--- src/rtl/fifo_uart_tx_reader_pkg.sv ---
// Shared types and constants for the FIFO-fed UART transmitter.
// Holds the frame state encoding and the parity-type constants.
package fifo_uart_tx_reader_pkg;

  typedef enum logic [2:0] {
    IDLE   = 3'd0,
    START  = 3'd1,
    DATA   = 3'd2,
    PARITY = 3'd3,
    STOP   = 3'd4
  } tx_state_t;

  localparam logic PAR_EVEN = 1'b0;
  localparam logic PAR_ODD  = 1'b1;

  function automatic logic frame_parity(
    input logic [63:0] data,
    input int unsigned width,
    input logic        typ
  );
    logic p;
    p = typ;
    for (int i = 0; i < 64; i++) begin
      if (i < width) p = p ^ data[i];
    end
    return p;
  endfunction

endpackage

--- src/rtl/fifo_uart_tx_reader_tx_bit_timer.sv ---
// Bit-period timer: counts 0..CLKS_PER_BIT-1 while enabled.
// Ports: clk, rst, clr_i (restart at 0), en_i, bit_done_o (last cycle).
module tx_bit_timer #(
  parameter int CLKS_PER_BIT = 16
) (
  input  logic clk,
  input  logic rst,
  input  logic clr_i,
  input  logic en_i,
  output logic bit_done_o
);

  localparam int CW =
    (CLKS_PER_BIT > 1) ? $clog2(CLKS_PER_BIT) : 1;
  localparam logic [CW-1:0] LAST = CW'(CLKS_PER_BIT - 1);

  logic [CW-1:0] cnt_q;
  logic [CW-1:0] cnt_d;

  assign bit_done_o = en_i && (cnt_q == LAST);

  always_comb begin
    cnt_d = cnt_q;
    if (clr_i) begin
      cnt_d = '0;
    end else if (en_i) begin
      if (cnt_q == LAST) cnt_d = '0;
      else               cnt_d = cnt_q + CW'(1);
    end
  end

  always_ff @(posedge clk or posedge rst) begin
    if (rst) cnt_q <= '0;
    else     cnt_q <= cnt_d;
  end

endmodule

--- src/rtl/fifo_uart_tx_reader.sv ---
// Pops bytes from the CDC FIFO read port and sends each as a UART frame.
// Ports: clk, rst, fifo_empty, fifo_rd_data, fifo_r_inc, tx_en, par_en,
//        par_typ, tx_out (serial line, idles high), busy.
module fifo_uart_tx_reader
  import fifo_uart_tx_reader_pkg::*;
#(
  parameter int DATA_WIDTH   = 8,
  parameter int CLKS_PER_BIT = 16
) (
  input  logic                  clk,
  input  logic                  rst,
  input  logic                  fifo_empty,
  input  logic [DATA_WIDTH-1:0] fifo_rd_data,
  output logic                  fifo_r_inc,
  input  logic                  tx_en,
  input  logic                  par_en,
  input  logic                  par_typ,
  output logic                  tx_out,
  output logic                  busy
);

  localparam int IW =
    (DATA_WIDTH > 1) ? $clog2(DATA_WIDTH) : 1;
  localparam logic [IW-1:0] LAST_IDX = IW'(DATA_WIDTH - 1);

  tx_state_t state_q, state_d;
  logic [DATA_WIDTH-1:0] shreg_q, shreg_d;
  logic [IW-1:0] idx_q, idx_d;
  logic par_q, par_d;
  logic pen_q, pen_d;
  logic tx_q, tx_d;
  logic busy_q, busy_d;
  logic rinc_q, rinc_d;

  logic bit_done;
  logic load;
  logic timer_en;

  // A new frame may start from IDLE or straight out of the
  // final STOP cycle, which gives gapless back-to-back frames.
  assign load = tx_en && !fifo_empty &&
                ((state_q == IDLE) ||
                 ((state_q == STOP) && bit_done));

  assign timer_en = (state_q != IDLE);

  tx_bit_timer #(
    .CLKS_PER_BIT(CLKS_PER_BIT)
  ) u_timer (
    .clk       (clk),
    .rst       (rst),
    .clr_i     (load),
    .en_i      (timer_en),
    .bit_done_o(bit_done)
  );

  always_comb begin
    state_d = state_q;
    shreg_d = shreg_q;
    idx_d   = idx_q;
    par_d   = par_q;
    pen_d   = pen_q;
    tx_d    = 1'b1;
    busy_d  = 1'b0;
    rinc_d  = 1'b0;

    unique case (state_q)
      IDLE: state_d = IDLE;
      START: begin
        if (bit_done) begin
          state_d = DATA;
          idx_d   = '0;
        end
      end
      DATA: begin
        if (bit_done) begin
          if (idx_q == LAST_IDX) begin
            state_d = pen_q ? PARITY : STOP;
          end else begin
            idx_d   = idx_q + IW'(1);
            shreg_d = shreg_q >> 1;
          end
        end
      end
      PARITY: begin
        if (bit_done) state_d = STOP;
      end
      STOP: begin
        if (bit_done) state_d = IDLE;
      end
      default: state_d = IDLE;
    endcase

    // Frame setup overrides the STOP->IDLE exit above.
    if (load) begin
      state_d = START;
      shreg_d = fifo_rd_data;
      idx_d   = '0;
      pen_d   = par_en;
      par_d   = frame_parity(64'(fifo_rd_data),
                             DATA_WIDTH, par_typ);
      rinc_d  = 1'b1;
    end

    // Line level is decoded from the next state so the
    // output register changes exactly on bit boundaries.
    unique case (state_d)
      IDLE:    tx_d = 1'b1;
      START:   tx_d = 1'b0;
      DATA:    tx_d = shreg_d[0];
      PARITY:  tx_d = par_q;
      STOP:    tx_d = 1'b1;
      default: tx_d = 1'b1;
    endcase

    busy_d = (state_d != IDLE);
  end

  always_ff @(posedge clk or posedge rst) begin
    if (rst) begin
      state_q <= IDLE;
      shreg_q <= '0;
      idx_q   <= '0;
      par_q   <= 1'b0;
      pen_q   <= 1'b0;
      tx_q    <= 1'b1;
      busy_q  <= 1'b0;
      rinc_q  <= 1'b0;
    end else begin
      state_q <= state_d;
      shreg_q <= shreg_d;
      idx_q   <= idx_d;
      par_q   <= par_d;
      pen_q   <= pen_d;
      tx_q    <= tx_d;
      busy_q  <= busy_d;
      rinc_q  <= rinc_d;
    end
  end

  assign tx_out     = tx_q;
  assign busy       = busy_q;
  assign fifo_r_inc = rinc_q;

endmodule
--- config.mk ---
export PLATFORM = sky130hd
export DESIGN_NAME = fifo_uart_tx_reader
export DESIGN_NICKNAME = d
export VERILOG_FILES = /design/src/rtl/fifo_uart_tx_reader_pkg.sv /design/src/rtl/fifo_uart_tx_reader_tx_bit_timer.sv /design/src/rtl/fifo_uart_tx_reader.sv
export SDC_FILE = /design/constraint.sdc
export NUM_CORES = 1
export LEC_CHECK = 0
export CAP_MARGIN = 20
export CORE_ASPECT_RATIO = 0.9
export CORE_MARGIN = 8
export CORE_UTILIZATION = 53
export DETAILED_ROUTE_END_ITERATION = 8
export GPL_TIMING_DRIVEN = 1
export PLACE_DENSITY = 0.77
export SETUP_SLACK_MARGIN = 0.5
export SYNTH_ARGS = -nofsm -noshare
export SYNTH_HDL_FRONTEND = slang
export SYNTH_SLANG_ARGS = --single-unit
--- constraint.sdc ---
create_clock -name clk -period 2.7 [get_ports clk]
set_input_delay 0.675 -clock clk [delete_from_list [all_inputs] [get_ports clk]]
set_output_delay 0.675 -clock clk [all_outputs]
set_load 0.05 [all_outputs]
* After elaboration in Yosys (flattened, before gate mapping)
Cells that the tools add are included.
** Storage, ports and cells
- Output and inout port bits :: 3
- Input bits :: 14
- Flip-flop bits (word level) :: 23
** Operators by class
- Reduce and logical (&&, ||, !) cells :: 15
- Multiplexer cells :: 29
- Bitwise operators :: 8
- Add/sub/neg operators :: 2
- Equality and inequality tests :: 13
** Operators with widths (count)
- 3-bit two-way mux :: 11
- 8-bit two-way mux :: 4
- 3-bit by 2-bit equality test with 1-bit output (second input constant) :: 4
- 4-bit two-way mux :: 3
- 3-bit one-hot mux with 4 select lines :: 1
- 3-bit inequality test (second input constant) :: 3
- 3-bit nonzero test :: 3
- 1-bit two-way mux :: 8
- 1-bit XOR :: 8
- 3-bit by 1-bit equality test with 1-bit output (second input constant) :: 2
- 3-bit equality test (second input constant) :: 2
- 3-bit one-hot mux with 2 select lines :: 1
- 2-bit nonzero test :: 3
- 4-bit by 1-bit adder with 4-bit output (second input constant) :: 1
- 4-bit equality test (second input constant) :: 1
- 1-bit logical AND :: 4
- 4-bit AND reduction :: 1
- 3-bit by 1-bit adder with 3-bit output (second input constant) :: 1
- 3-bit zero test :: 1
- 1-bit one-hot mux with 3 select lines :: 1
- 3-bit AND reduction :: 1
- 2-bit inequality test (second input constant) :: 1
- 1-bit zero test :: 1
- 1-bit logical OR :: 1

* Logic depth before layout (Yosys ltp)
Gate-level depths: netlist of the first run.
- Word-level depth :: 19
- Mapped depth :: 8
- Gate-level depth less buffers :: 7

* Hierarchy
From an unflattened synthesis of the first run, not the netlist that was laid out.
** Second synthesis, totals
- Cell total of the unflattened synthesis :: 117
- Area total of the unflattened synthesis :: 1193.6 um2
** Modules (own cells, without submodules)
- fifo_uart_tx_reader :: area each 984.7 um2, sequential area each 476.7 um2, times used 1, cells each 94
- tx_bit_timer :: area each 209.0 um2, sequential area each 100.1 um2, times used 1, cells each 23

* Worst setup path after synthesis of the first run
Ideal clock, no wire load.
- Path type :: register -> register
- Start :: register idx_q[0]
- End :: register tx_q, in the netlist tx_out
- Slack :: 420 ps
- Clock period less this slack :: 2280 ps
- Arrival :: 2198 ps
- Stages on the path, launching flop included :: 8
- Buffers on the path :: 0
- Required time :: 2618 ps
- Cell sequence :: dfrtp_1 -> ha_1 -> ha_1 -> or3b_4 -> a211oi_4 -> nand2_2 -> a2111o_1 -> mux2_2
** On the way
- Word-level cells in the longest chain between the ends :: 7
- Elaborated cells on any way between the ends :: 13
- Classes of those cells :: eq/ne (4); mux (9)
** Ends and longest elaborated chain
- start, declared :: RTL line fifo_uart_tx_reader.sv:28 : logic [IW-1:0] idx_q, idx_d;
- start signal, assigned :: RTL line fifo_uart_tx_reader.sv:132 : idx_q <= idx_d;
- 3-bit equality test (*) :: RTL line fifo_uart_tx_reader.sv:77 : if (idx_q == LAST_IDX) begin
- 3-bit two-way mux :: RTL line fifo_uart_tx_reader.sv:77
- 3-bit two-way mux :: RTL line fifo_uart_tx_reader.sv:76 : if (bit_done) begin
- 3-bit one-hot mux with 4 select lines :: RTL line fifo_uart_tx_reader.sv:67 : unique case (state_q)
- 3-bit two-way mux :: RTL line fifo_uart_tx_reader.sv:95 : if (load) begin
- 3-bit by 2-bit equality test with 1-bit output / 3-bit by 1-bit equality test with 1-bit output (equally long branches) :: RTL line fifo_uart_tx_reader.sv:107 : unique case (state_d)
- 1-bit one-hot mux with 3 select lines (*) :: RTL line fifo_uart_tx_reader.sv:107
- net tx_d :: RTL line fifo_uart_tx_reader.sv:31 : logic tx_q, tx_d;
- end signal, assigned :: RTL line fifo_uart_tx_reader.sv:135 : tx_q <= tx_d;
- end, declared :: RTL line fifo_uart_tx_reader.sv:31
Mark *: on every way through the listed nets, which the timed path passes. The rest lies on a longest branch. The select of a mux whose other input is x is not followed.
A chain may end at the register's enable or synchronous reset.

* Worst setup path in the final report of the first run
Ends and elaborated chain as after synthesis.

==> metrics.txt, run 1 <==
Pre-antenna DRT Iters 4; Port Buffers 16; power per cell area 877 mW/mm^2; largest net degree at the start of global routing 24; Core Region 0.00220 mm^2; initial antenna violation count 0; Crit-path slowest cell dfrtp_1; Rows 16; Critical Path End Type register; final global-route overflow total 0; Worst Path Buf+Inv 0; cell depth of the worst setup path 7; fin crit share 0.800; Worst path max stage delay 420 ps; CP Launch Type register; Clk Latency, worst-skew pair about 320 ps; Worst VDD drop 542 uV; Final Hold Viols 0; Die Area 0.00416 mm^2; distinct cell type count of the synthesized netlist 34; chip height 62 um; post-DP HPWL 1840 um; first-pass GRT wire length roughly 4300 um; max-slew violations 0; routed len/inst 14.9 um; cell family with most CP delay compound AO/OA/AOI/OAI gates; CTS Root Cell clkbuf_4; Netlist Area Pre-Place roughly 0.0012 mm^2; # hold bufs at CTS 0; Yosys warnings 0; Cell Chain, Critical Path ha_2 > ha_4 > or3b_4 > a211oi_4 > nand2_2 > a2111o_1 > mux2_2; CP Data Arrival Time between 2000 and 2500 ps; Routed Antenna Nets 0; die outline width 67.1 um; skew final around 11 ps; setup TNS 0 ps; setup slack at placement about 270 ps; dominant synthesized flop cell dfrtp_1; RSZ-0062 raised after global routing true; Leak 0.620 nW; number of buffers created by CTS 3; vias in the first global route 968; R2R depth 7; Hold Path Cell Cnt 1; WL final between 2000 and 3000 um; hold crit path type register to register; Initial Util 0.566; syn nets 146; vias per inst between 5 and 6; All-Layer GR Usage 0.136; maxcap violations 0; final setup margin between 500 and 600 ps; Yosys reg bits 23; final worst path period need around 2200 ps; headroom to the max-slew limit 0.662; number of flops mapped to enable cells by yosys 0; worst-path maximum fanout 4; CTS Buffer Depth 2; CTS clock-pin slew for the worst setup and hold paths 130 ps; Worst-Margin Slew 506 ps; CTS tree built; routability cong. ~0.83; fin nets between 150 and 200; clock sink count 23; htree depth 1; routed vias 1000; share of cells above drive strength 1 0.148; Syn Area/Cell a little under 10 um^2; Layout area overhead 22.8%; max frequency between 0.4 and 0.5 GHz; Synth async-reset ratio 1.00; outcome complete, no violations; Critical Path RT between 2000 and 3000 ps; DRC Markers 0; Final Power 0.00134 W; Syn Inst Count ~130; # IOs 17; Iteration-0 DRC Markers 95; sequential share of the synthesized area 0.463; n_diodes 0; Finish-stage setup viols 0; CP Class register to register
stage by stage:
step                utilization  hold WS [ps]  instance area [um^2]  cells
floorplan                     -           455                  1250    129
global placement          0.653           480                  1440    168
detailed placement        0.653           480                  1440    168
CTS                       0.681           521                  1500    174
global route              0.695           541                  1530    176
finish                    0.695           521                  1530    176
layout make-up:
type / count / area (um^2)
multi-input cells: 95 / 664
flip-flops and latches: 23 / 577
well taps: 27 / 33.8
repair buffers: 23 / 214
clock buffers: 4 / 26.3
fillers: 173 / 672
inverters: 4 / 15.0
layout by cell type, fill, tap and decap left out, types with 3 or more instances in the layout:
cell type,netlist,routed
nand2b_1,6,6
mux2_2,3,3
o21ai_1,10,10
xnor2_1,6,6
dfrtp_1,22,22
mux2i_1,5,5
nand2_1,7,7
clkdlybuf4s50_1,0,13
nand3_1,4,3
a21oi_1,15,15
inv_1,4,4
buf_4,1,6
nor2_1,14,14
clkbuf_4,0,3
cells by family after synthesis:
| kind of cell | count (synthesis) | synth area share |
|---|---|---|
| multiplexers | 9 | 0.0763 |
| buffers and inverters | 11 | 0.0392 |
| AND/OR/NAND/NOR | 43 | 0.176 |
| adder cells (fa/ha/maj) | 3 | 0.0301 |
| XOR/XNOR | 8 | 0.0562 |
| AO/OA/AOI/OAI | 32 | 0.160 |
| flip-flops | 23 | 0.463 |
flip-flops by register name, indices dropped and copies added (netlist names):
name	flops
busy	1
tx_out	1
idx_q	3
shreg_q	8
state_q	3
pen_q	1
fifo_r_inc	1
u_timer.cnt_q	4
par_q	1
where the power goes:
part	leakage [nW]	internal, W	total [W]	switching (W)
Combinational	0.329	0.000249	0.000535	0.000286
Clock	0.0150	0.0000578	0.000163	0.000105
Sequential	0.276	0.000497	0.000645	0.000147
synth_stat cells, types with 2 or more instances:
cell,count,share of area
inv_1,4,0.012
nand3_1,4,0.016
o21ai_1,10,0.040
mux2_2,3,0.027
xor2_1,2,0.014
ha_1,3,0.030
a21oi_1,15,0.060
mux2i_1,5,0.040
nor2_1,14,0.042
clkbuf_1,3,0.0090
buf_2,3,0.012
nand2_1,7,0.021
xnor2_1,6,0.042
dfrtp_1,22,0.44
nor3_1,2,0.0080
nand4_1,2,0.010
nand2b_1,6,0.030
nor3b_1,2,0.012
path summary, 6_finish.rpt:
kind,from,end,slack (ps)
setup / recovery,idx_q[0],tx_out,540
hold / removal,u_timer.cnt_q[3],u_timer.cnt_q[3],520
setup reg to reg,idx_q[0],tx_out,540
hold reg to reg,u_timer.cnt_q[3],u_timer.cnt_q[3],520
max in group asynchronous,rst,tx_out,1750
min in group asynchronous,rst,u_timer.cnt_q[2],670
layer usage:
layer / share of wire / wire length, um / GRT usage
met3: 0.046 / 120 / 0.0430
met4: 0.014 / 38 / 0.0476
met1: 0.44 / 1150 / 0.154
met2: 0.50 / 1330 / 0.237
met5: 0 / 0 / 0
what timing repair did:
action                     in CTS  in global routing
setup endpoints to repair       4                  6
cloned                          1                  0
pin swaps                       1                  3
buffers inserted                1                  2
resized for setup               3                  7
(Power assumes the default switching activity.)
==> run 2: changes to the inputs <==
--- a/config.mk
+++ b/config.mk
@@ -8,10 +8,10 @@
 export CAP_MARGIN = 20
 export CORE_ASPECT_RATIO = 0.9
 export CORE_MARGIN = 8
-export CORE_UTILIZATION = 53
+export CORE_UTILIZATION = 48
 export DETAILED_ROUTE_END_ITERATION = 8
 export GPL_TIMING_DRIVEN = 1
-export PLACE_DENSITY = 0.77
+export PLACE_DENSITY = 0.74
 export SETUP_SLACK_MARGIN = 0.5
 export SYNTH_ARGS = -nofsm -noshare
 export SYNTH_HDL_FRONTEND = slang
==> constraint.sdc (replaced) <==
create_clock -name clk -period 1.88 [get_ports clk]
set_input_delay 0.47 -clock clk [delete_from_list [all_inputs] [get_ports clk]]
set_output_delay 0.47 -clock clk [all_outputs]
set_load 0.05 [all_outputs]
==> metrics.txt, run 2 (synthesis results as in run 1) <==
chip height 64.3 um (was 62 um); Clk Latency, worst-skew pair 320 ps (about the same); CTS Root Cell clkbuf_4 (unchanged); Sequential Area 577 um^2 (unchanged); Crit-path slowest cell dfrtp_1 (unchanged); Critical Path End Type register (unchanged); Routed Antenna Nets 0 (unchanged); CP Data Arrival Time 2460 ps (was 2420 ps); Worst VDD drop 1010 uV (was 542 uV); Layout area overhead 69.3% (was 22.8%); All-Layer GR Usage 0.159 (was 0.136); Initial Util 0.505 (was 0.566); Port Buffers 16 (unchanged); vias per inst 5.83 (was 5.68); WL final 4130 um (was 2630 um); metal3 WL 236 um (was 120 um); most frequent cells in the layout 26 x buf_4, 22 x dfrtp_1, 13 x clkdlybuf4s50_1 (was 22 x dfrtp_1, 15 x a21oi_1, 14 x nor2_1); # hold bufs at CTS 0 (unchanged); skew final 8.51 ps (was 11.2 ps); routability cong. 0.822 (was 0.830); CTS tree built (unchanged); failing checks setup timing; CP Class register to register (unchanged); # IOs 17 (unchanged); outcome finished with violations (was complete, no violations); headroom to the max-slew limit 0.725 (was 0.662); Leak 0.822 nW (was 0.620 nW); Final Power 0.00272 W (was 0.00134 W); biggest regs shreg_q x8, u_timer.cnt_q x4 (unchanged); most flop-heavy register shreg_q (unchanged); fin crit share 1.17 (was 0.800); Pre-antenna DRT Iters 4 (unchanged); htree depth 1 (unchanged); DRC Markers 0 (unchanged); Rows 17 (was 16); CTS clock-pin slew for the worst setup and hold paths 130 ps (about the same); wire length on met1 1690 um (was 1150 um); setup TNS -2490 ps (was 0 ps); vias in the first global route 1265 (was 968); routed vias 1213 (was 1000); setup slack at placement -267 ps (was 267 ps); worst-path maximum fanout 2 (was 4); routed len/inst 19.9 um (was 14.9 um); max FFs per register 8 (unchanged); initial antenna violation count 0 (unchanged); uppermost layer routed met4 (unchanged); Finish-stage setup viols 17 (was 0); maxcap violations 0 (unchanged); power per cell area 1290 mW/mm^2 (was 877 mW/mm^2); n_diodes 0 (unchanged); routed wl met2 2060 um (was 1330 um); Iteration-0 DRC Markers 114 (was 95); Core Region 0.00247 mm^2 (was 0.00220 mm^2); Multi-input gate area 905 um^2 (was 664 um^2); largest net degree at the start of global routing 24 (unchanged); RSZ-0062 raised after global routing true (unchanged); final global-route overflow total 0 (unchanged); Worst path max stage delay 410 ps (was 420 ps); Die Area 0.00449 mm^2 (was 0.00416 mm^2); fin nets 198 (was 167); final setup margin -322 ps (was 541 ps); post-DP HPWL 2040 um (was 1840 um); first-pass GRT wire length 5890 um (was 4320 um); share of cells above drive strength 1 0.522 (was 0.148); max frequency 0.454 GHz (was 0.463 GHz); clock sink count 23 (unchanged); worst hold slack 471 ps (was 521 ps); hold crit path type input port to async pin (was register to register); fillers 114 (was 173); die outline width 69.7 um (was 67.1 um); max-slew violations 0 (unchanged); Critical Path RT 2140 ps (was 2960 ps); commonest non-fill, non-tap cell in the layout buf_4 (was dfrtp_1); Cell Chain, Critical Path ha_2 > ha_4 > or3b_4 > a211oi_4 > nand2_2 > a2111o_1 > mux2_2 (unchanged); final worst path period need 2200 ps (was 2160 ps); CTS Buffer Depth 2 (unchanged); CP Launch Type register (unchanged); number of buffers created by CTS 3 (unchanged); Final Hold Viols 0 (unchanged); Worst-Margin Slew 411 ps (was 506 ps)
[run 2: stage by stage]
stage          cell area, um^2  utilization  instances
3_3_place_gp              1660        0.671        186
3_5_place_dp              1660        0.671        186
6_report                  2110        0.855        208
4_1_cts                   1980        0.804        202
2_1_floorplan             1340            -        129
5_1_grt                   2110        0.855        208
[run 2: layout make-up]
class,count,area share
well taps,28,0.0166
inverters,4,0.00712
clock buffers,4,0.0125
multi-input cells,95,0.429
repair buffers,54,0.262
flip-flops and latches,23,0.273
[run 2: critical path: cells and delay by family (launching register included)]
kind                     cells  cell delay [ps]
AO/OA/AOI/OAI                2              640
adder cells (fa/ha/maj)      2              350
flip-flops                   1              410
multiplexers                 1              270
AND/OR/NAND/NOR              2              480
[run 2: what timing repair did]
| item | 4_1_cts | 5_1_grt |
|---|---|---|
| hold endpoints to repair | 0 | 0 |
| pin swaps | 19 | 13 |
| setup buffers | 11 | 5 |
| setup endpoints to repair | 24 | 26 |
| cloned | 1 | 1 |
| gates resized for setup | 45 | 17 |
[run 2: worst paths after layout]
kind	startpoint	endpoint	slack [ps]	cells after the start
max in group asynchronous	rst	tx_out	1110	3
min in group clk	par_q	par_q	570	1
worst min register to register	par_q	par_q	570	1
worst max-delay path	idx_q[1]	tx_out	-320	7
worst max register to register	idx_q[1]	tx_out	-320	7
worst min-delay path	rst	shreg_q[7]	470	3
[run 2: layer usage]
metal,up-vias,track usage
met5,-,0
met4,0,0.0852
met3,20,0.0355
met2,65,0.254
met1,576,0.195
li1,552,-
[run 2: where the power goes]
part | internal [W] | switching, W
Clock | 0.0000831 | 0.000157
Combinational | 0.000786 | 0.000742
Sequential | 0.000716 | 0.000237
